## src/rtl/paint_shape_ctrl.sv

```systemverilog
// Paint controller: collects one or two corner points from the switches, then
// rasterises a free pixel, filled box, box outline or full-screen clear as one pixel per cycle.
module paint_shape_ctrl #(
  parameter int X_W      = 8,
  parameter int Y_W      = 7,
  parameter int COLOUR_W = 3,
  parameter int X_MAX    = 159,
  parameter int Y_MAX    = 119
) (
  input  logic                Clock,
  input  logic                Reset,
  input  logic                go,
  input  logic [X_W-1:0]      coord_in,
  input  logic [1:0]          mode,
  input  logic [COLOUR_W-1:0] colour_in,
  output logic [X_W-1:0]      x,
  output logic [Y_W-1:0]      y,
  output logic [COLOUR_W-1:0] colour,
  output logic                plot,
  output logic                busy,
  output logic                done,
  output logic [2:0]          state_out
);

  typedef enum logic [2:0] {
    LOAD_X1 = 3'd0,
    LOAD_Y1 = 3'd1,
    LOAD_X2 = 3'd2,
    LOAD_Y2 = 3'd3,
    DRAW    = 3'd4,
    DONE    = 3'd5
  } state_t;

  typedef enum logic [1:0] {
    M_FREE    = 2'd0,
    M_FILL    = 2'd1,
    M_OUTLINE = 2'd2,
    M_CLEAR   = 2'd3
  } mode_t;

  localparam logic [X_W-1:0] XM    = X_W'(X_MAX);
  localparam logic [Y_W-1:0] YM    = Y_W'(Y_MAX);
  localparam logic [X_W-1:0] X_ONE = X_W'(1);
  localparam logic [Y_W-1:0] Y_ONE = Y_W'(1);

  state_t         state, state_n;
  mode_t          mode_r;
  logic [X_W-1:0] x1, x2, xa, xb;
  logic [Y_W-1:0] y1, y2, ya, yb;

  logic           start, last, edge_n;
  logic [X_W-1:0] x_clamp, bxa, bxb, x_n;
  logic [Y_W-1:0] y_clamp, bya, byb, y_n;

  assign state_out = state;

  always_ff @(posedge Clock) begin
    if (Reset) state <= LOAD_X1;
    else       state <= state_n;
  end

  always_comb begin
    state_n = state;
    start   = 1'b0;
    bxa     = '0;
    bxb     = '0;
    bya     = '0;
    byb     = '0;
    x_clamp = (coord_in > XM) ? XM : coord_in;
    y_clamp = (coord_in[Y_W-1:0] > YM) ? YM : coord_in[Y_W-1:0];
    last    = (x == xb) && (y == yb);
    if (x == xb) begin
      x_n = xa;
      y_n = y + Y_ONE;
    end else begin
      x_n = x + X_ONE;
      y_n = y;
    end
    edge_n = (mode_r != M_OUTLINE) || (x_n == xa) || (x_n == xb) ||
             (y_n == ya) || (y_n == yb);

    case (state)
      LOAD_X1: if (go) state_n = LOAD_Y1;
      LOAD_Y1: begin
        if (go) begin
          if (mode_r == M_FREE) begin
            state_n = DRAW;
            start   = 1'b1;
            bxa     = x1;
            bxb     = x1;
            bya     = y_clamp;
            byb     = y_clamp;
          end else if (mode_r == M_CLEAR) begin
            state_n = DRAW;
            start   = 1'b1;
            bxb     = XM;
            byb     = YM;
          end else begin
            state_n = LOAD_X2;
          end
        end
      end
      LOAD_X2: if (go) state_n = LOAD_Y2;
      LOAD_Y2: begin
        if (go) begin
          // y2 is still being latched, so the box uses the clamped switch value directly
          state_n = DRAW;
          start   = 1'b1;
          bxa     = (x1 < x2) ? x1 : x2;
          bxb     = (x1 < x2) ? x2 : x1;
          bya     = (y1 < y_clamp) ? y1 : y_clamp;
          byb     = (y1 < y_clamp) ? y_clamp : y1;
        end
      end
      DRAW:    if (last) state_n = DONE;
      DONE:    state_n = LOAD_X1;
      default: state_n = LOAD_X1;
    endcase
  end

  always_ff @(posedge Clock) begin
    if (Reset) begin
      x1     <= '0;
      y1     <= '0;
      x2     <= '0;
      y2     <= '0;
      xa     <= '0;
      xb     <= '0;
      ya     <= '0;
      yb     <= '0;
      mode_r <= M_FREE;
      x      <= '0;
      y      <= '0;
      colour <= '0;
      plot   <= 1'b0;
      busy   <= 1'b0;
      done   <= 1'b0;
    end else begin
      case (state)
        LOAD_X1: if (go) begin
          x1     <= x_clamp;
          mode_r <= mode_t'(mode);
        end
        LOAD_Y1: if (go) y1 <= y_clamp;
        LOAD_X2: if (go) x2 <= x_clamp;
        LOAD_Y2: if (go) y2 <= y_clamp;
        DRAW: begin
          if (last) begin
            plot <= 1'b0;
            busy <= 1'b0;
            done <= 1'b1;
          end else begin
            x    <= x_n;
            y    <= y_n;
            plot <= edge_n;
          end
        end
        DONE:    done <= 1'b0;
        default: ;
      endcase
      // first scan position is presented in the very first DRAW cycle
      if (start) begin
        colour <= colour_in;
        xa     <= bxa;
        xb     <= bxb;
        ya     <= bya;
        yb     <= byb;
        x      <= bxa;
        y      <= bya;
        plot   <= 1'b1;
        busy   <= 1'b1;
      end
    end
  end

endmodule

```

## config.mk

```make
export PLATFORM = sky130hd
export DESIGN_NAME = paint_shape_ctrl
export DESIGN_NICKNAME = d
export VERILOG_FILES = /design/src/rtl/paint_shape_ctrl.sv
export SDC_FILE = /design/constraint.sdc
export NUM_CORES = 1
export LEC_CHECK = 0
export CAP_MARGIN = 10
export CORE_ASPECT_RATIO = 1.1
export CORE_MARGIN = 2
export CORE_UTILIZATION = 51
export DETAILED_ROUTE_END_ITERATION = 7
export MAX_ROUTING_LAYER = met4
export PLACE_DENSITY = 0.84
export SYNTH_ARGS = -nofsm -noshare
export SYNTH_HDL_FRONTEND = slang
export SYNTH_SLANG_ARGS = --single-unit
export TNS_END_PERCENT = 5
```

## constraint.sdc

```tcl
create_clock -name Clock -period 7.7 [get_ports Clock]
set_clock_uncertainty 0.15 [all_clocks]
set_input_delay 0.77 -clock Clock [delete_from_list [all_inputs] [get_ports Clock]]
set_output_delay 0.77 -clock Clock [all_outputs]
set_load 0.005 [all_outputs]
```

==> results <==
- The flow ran to the end, and the final reports show no timing, DRC or antenna violations.
- The power spent charging and discharging nets is 364 uW.
- The region available for standard cell placement spans 0.00845 mm^2.
- The global routing stage identified its most utilized layer as met2.
- The post-route clock period utilization is 0.485.
- The chip width is 93.3 um.
- Derived from the worst setup path, the maximum achievable clock frequency is 268 MHz.
- Along the worst path, the maximum fanout reaches 7.
- The first global-routing pass estimated 18.1 mm of wire.
- The remaining global-route overflow is 0.
- The leakage power figure is 1.86 nW.
- The final hold violation count is 0.
- Setup violations remaining at the end of the flow were counted as 0.
- After synthesis the netlist holds a flip-flop and latch count of 79.
- The kind of path behind the tightest hold check is reg2reg.
- In this run, synthesis inferred 0 flip-flops with an integrated enable.
- IR analysis of the VDD net gives a maximum drop of 0.0000989 V.
- The internal power of the cells totals 712 uW.
- The transition time at the pin with the least slew margin is 0.768 ns.
- Gates resized during post-CTS repair numbered 0.
- The number of antenna violations at the first check in global routing is 0.
- In this run the deepest clock path goes through 2 buffers.
- The number of different library cells used by synthesis comes to 54.
- After layout, the minimum clock period comes to 3.73 ns.
- The met3 track utilization from global routing is 0.0420.
- The placer's final routability congestion estimate is 0.867.
- Counting instances, the worst hold path has a depth of 2.
- In this run, post-CTS hold repair placed 0 buffers.
- The initial core utilization is 0.529.
- The normalized max-slew margin is 0.488.
- The average instance in the mapped netlist occupies 8.26 um^2.
- Yosys attributes the largest share of cell area to dfxtp_1, nor2_1, xnor2_1.
- The HPWL reported at the end of detailed placement is 8.16 mm.
- The pre-antenna-repair detailed-routing pass consisted of 4 iterations.
- The relative contribution of the clock network to total power is 0.257.
- In this run, the number of DRC markers left after iteration 0 of detailed routing was 211.
- Walking the worst path, the cells encountered are clkdlybuf4s50_1 > inv_1 > o31ai_1 > ha_1 > o21ai_0 > a21oi_1 > a221oi_1 > a21oi_1 > nor2_1 > nor2_1 > a221o_1 > o221a_1.
- Yosys instantiated no cell more often than nor2_1.
- The required time of the critical path is 7.86 ns.
- Clock-pin slew was measured on the worst setup and hold paths at 0.08 ns.
- The finished layout holds 679 standard cells, fillers aside.
- The total clock buffers created by CTS is 9.
- Of the total power, the share spent switching nets is 0.338.
- The final core area utilization is 0.600.
- The number of instances in the synthesized netlist is 541.
- In the final design database the tool counted 597 nets.
- The sum of negative setup slack is 0 ns.
- For this run, the number of Yosys warnings is 0.
- In this design, the stage delay of the slowest critical-path cell is 0.61 ns.
- For this run, global-route usage on met1 was measured as 0.322.
- Summing every instance area after synthesis gives 0.00447 mm^2.
- The number of routed nets with antenna violations is 0.
- The root buffer cell is clkbuf_8.
- The boundary pin count is 40.
- The die height is 102 um.
- On the critical path, the stage with the largest delay is an instance of clkdlybuf4s50_1.
- The number of buffers inserted to repair setup after CTS is 0.
- The final number of max-transition violations was 0.
- The worst setup path is launched from an input port.
- The nature of the critical path endpoint is a flop.
- Relative to the synthesized area, the layout overhead comes to 13.4%.
- The total power divided by cell area is 212 mW/mm^2.
- During placement, the flow inserted port buffers numbering 39.
- The clock latency on the worst-skew pair is 0.36 ns.
- The completed layout was analyzed and its total power is 1.08 mW.
- In the synthesized netlist the dominant register cell turns out to be dfxtp_1.
- The number of global-route vias before repair is 3781.
- Setup repair after global routing left no endpoint under its margin.
- The TritonCTS sink count is 79.
- Of the cells placed in the final design, the portion with a size suffix greater than 1 is 0.0546.
- For this run, asynchronously set or reset flops after synthesis account for 0.
- Of the synthesized area, sequential elements account for 0.354.
- The clock tree synthesis step divided the H-tree into 3 levels.
- The final routed DRC violation total is 0.
- The tool flagged a number of max-cap violations equal to 0.
- Prior to clock tree synthesis, the placed netlist has a worst setup slack of 3.65 ns.
- TritonCTS built the clock tree.
- The global routing met2 resource utilization is 0.389.
- Entering global routing, the biggest net connects 69 pins.
- The biggest area consumer among synthesized cells is dfxtp_1.
- The least setup slack across all paths after layout is 3.97 ns.
- The relative contribution of combinational cells to total power is 0.287.
- Of the post-synthesis cell area, the dominant cell type holds 0.354.
- Wires add up to 10.7 mm.
- Counting every net in the synthesized netlist gives 575.
- The number of cell rows is 35.
- The die covers 0.00953 mm^2.
- The total track usage is 0.247.
- The number of vias in the routed layout is 3980.
- The detailed-route wire length per cell is 15.8 um.
- The instance count after placement with tap cells included is 663.
- The worst reg-to-reg setup slack is 4.37 ns.
- The number of cells on the worst reg-to-reg path is 8.
- The relative contribution of sequential cells to total power is 0.456.
- The critical path class is in2reg.
- The average vias per placed instance is 5.86.
- The data arrival time of the critical path is 3.89 ns.
- By count the netlist is led by nor2_1, dfxtp_1, xnor2_1.
- The count of inserted antenna diode cells is 0.
## placed cells by master (no fill, tap or decap), types with 5 or more instances in the layout
cell             count
mux2i_1             14
a21oi_1             31
nand4_1              7
clkbuf_8            10
and3_1               5
nand2b_1             8
nor3_1              22
dfxtp_1             79
a221oi_1            21
o21ai_0              9
nand2_1             28
clkdlybuf4s50_1     38
a311oi_1            11
xor2_1              17
a211oi_1            22
ha_1                18
inv_1               19
xnor2_1             39
buf_4                5
nor2_1              95
nand3_1              9
## worst paths after layout
kind          startpoint         to
max          coord_in[6]       y[1]
min            colour[2]  colour[2]
max reg2reg         x[0]       x[7]
min reg2reg    colour[2]  colour[2]
## per-layer routing
layer,up-vias,routed length [um]
li1,1971,-
met1,1866,5070
met2,123,4900
met3,20,546
met4,0,220
met5,-,0
## state kept, by name (all words and copies together), names as in the netlist, 2 cells and up
name,flops
colour,3
mode_r,2
state_out,3
x,8
x1,8
x2,8
xa,8
xb,8
y,7
y1,7
ya,7
yb,7
## logic make-up (layout without fill, tap and decap cells)
group | after synthesis | after routing | share of synthesized area
compound gates | 120 | 120 | 0.191
xor+xnor | 56 | 56 | 0.110
fa+ha+maj | 18 | 18 | 0.0504
buf+inv | 52 | 79 | 0.0490
flops | 79 | 79 | 0.354
mux | 16 | 16 | 0.0375
simple gates | 200 | 200 | 0.208
## per-stage QoR
step / hold slack, ns / instance area (um^2)
after global placement: 0.291 / 4890
after global routing: 0.339 / 5070
final: 0.307 / 5070
after CTS: 0.310 / 5070
after floorplan: 0.303 / 4470
after detailed placement: 0.298 / 4890
## worst max-delay path: cells and delay by family
family	cells	cell delay [ns]
AOI/OAI and AO/OA	7	1.76
buffers and inverters	2	0.73
and+or+nand+nor	2	0.39
adders and majority gates	1	0.24
## final cells by class
type / count / area [um^2]
clock buffer: 11 / 141
inverter: 19 / 71.3
fill: 739 / 3380
multi-input combinational: 410 / 2680
sequential: 79 / 1580
tap: 111 / 139
clock inverter: 5 / 31.3
timing repair buffer: 44 / 423
## power groups by stage
stage               Sequential (mW)  Clock (mW)  Combinational (mW)
finish                        0.491       0.276               0.309
global route                  0.497       0.298               0.341
CTS                           0.490       0.280               0.307
detailed placement            0.500           0               0.306
global placement              0.497           0               0.299
floorplan                     0.482           0               0.244
Power figures use the tool's default switching activity.
==> patch: new RTL, same settings <==
Set the parameter `Y_W` to 5 (it was 7).
--- a/src/rtl/paint_shape_ctrl.sv
+++ b/src/rtl/paint_shape_ctrl.sv
@@ -2,7 +2,7 @@
 // rasterises a free pixel, filled box, box outline or full-screen clear as one pixel per cycle.
 module paint_shape_ctrl #(
   parameter int X_W      = 8,
-  parameter int Y_W      = 7,
+  parameter int Y_W      = 5,
   parameter int COLOUR_W = 3,
   parameter int X_MAX    = 159,
   parameter int Y_MAX    = 119
Interface: changed (resized y); port bits go from 40 to 38. No check against the original RTL was run, so the function may have changed too.
==> patch against the original RTL <==
- power rose by 2.8%
- combinational power rose by 13%
- sequential cell count down 8
- register-to-register slack better by 0.21 ns
- wire length increased by 0.47%
- utilization down 0.97 points
- final area is 3.7% lower
- area after synthesis decreased by 3.7%
- worst setup slack improved by 0.43 ns
- maximum frequency is 13% higher
- critical endpoint is now y[0]$_SDFFE_PP0P_
- largest power group unchanged
==> patch: results (changes against the original RTL) <==
layout:
  regArea_mm2: 0.001421  # -10%
  final_cells: 662  # -2.5%
  n_all_buffers: 40  # -9.1%
  final-clk-cell-share: 0.04254  # +0.008468
  buffer_area_frac: 0.07945  # -0.004010
  nFillCells: 734  # -0.68%
  clock_buffers: 10  # -1
  fin_nets: 578  # -3.2%
  num-multi-input-gates: 405  # -1.2%
logic_synthesis:
  synthMuxAreaShare: 0.03342  # -0.004093
  synth_top_cells_by_area: "dfxtp_1 33%, nor2_1 5.3%, a211oi_1 5.1%"
  synth-xor-area-share: 0.08486  # -0.02488
  yosys-top-cells-count: "71 x dfxtp_1, 61 x nor2_1, 34 x a21oi_1"
  yosys.area_share.adder: 0.04650  # -0.003894
  synthCells: 530  # -2.0%
  synth_top_family_by_area: "compound AO/OA/AOI/OAI gates"
  synth_cell_type_count: 61  # +13%
  seq_area_frac_synth: 0.3301  # -0.02373
worst_setup_path:
  timing.rr.end: "y[4]$_SDFFE_PP0P_"
  crit_end: "y[0]$_SDFFE_PP0P_"
  arrival_ns: 3.42  # -0.47 ns
  r2r_slack_ns: 4.58  # +0.21 ns
  r2r.worst_path.cells: 7  # -1
  timing.rr.start: "x[2]$_SDFFE_PP0P_"
  slowest_delay_ns: 0.55  # -0.06 ns
status:
  status: "complete, no violations"
grt:
  grtUsageTotal: 0.2425  # -0.003964
  grt_pass1_vias: 3673  # -2.9%
  grt.met1_usage: 0.3075  # -0.01481
  met2_usage: 0.3784  # -0.01065
  grt_max_degree: 52  # -25%
  grt_pass1_wl_mm: 17.61  # -2.7%
detailed_routing:
  dr_wl_met2_mm: 5.050  # +3.1%
  drt-initial-drc-count: 306  # +45%
  wl_met1_mm: 4.912  # -3.2%
  routed_wirelength_mm: 10.79  # +0.47%
  first_pass_iters: 5  # +1
clocking:
  clock_sinks: 71  # -10%
placed_design:
  dp_hpwl_mm: 7.809  # -4.3%
worst_hold_path:
  min_to: "colour[1]$_SDFFE_PP0P_"
  min_from: "colour[1]$_SDFFE_PP0P_"
sta:
  worst_slew_pin_slew_ns: 1.047  # +0.2791 ns
## patch: changes by cell type after synthesis, moves of 8 or more
cell	delta
nand3_1	+10
o21ai_0	+20
nor2_1	-34
a221oi_1	-9
nor2b_1	+9
dfxtp_1	-8
xnor2_1	-17
## patch: power groups by stage
stage / combinational, mW / sequential [mW] / clock (mW)
2_1_floorplan: 0.272 / 0.436 / 0
3_3_place_gp: 0.333 / 0.454 / 0
3_5_place_dp: 0.343 / 0.455 / 0
4_1_cts: 0.344 / 0.447 / 0.313
5_1_grt: 0.383 / 0.453 / 0.328
6_report: 0.349 / 0.448 / 0.309
## patch: metrics by stage
stage	area (um2)	utilization	total power [mW]	hold WS, ns	setup slack, ns
after floorplan	4305	-	0.7075	0.3027	4.877
after global placement	4674	0.5648	0.7874	0.2920	4.218
after detailed placement	4674	0.5648	0.7978	0.2978	4.091
after CTS	4882	0.5899	1.105	0.3101	4.456
after global routing	4882	0.5899	1.164	0.3565	4.192
final	4882	0.5899	1.106	0.3052	4.398
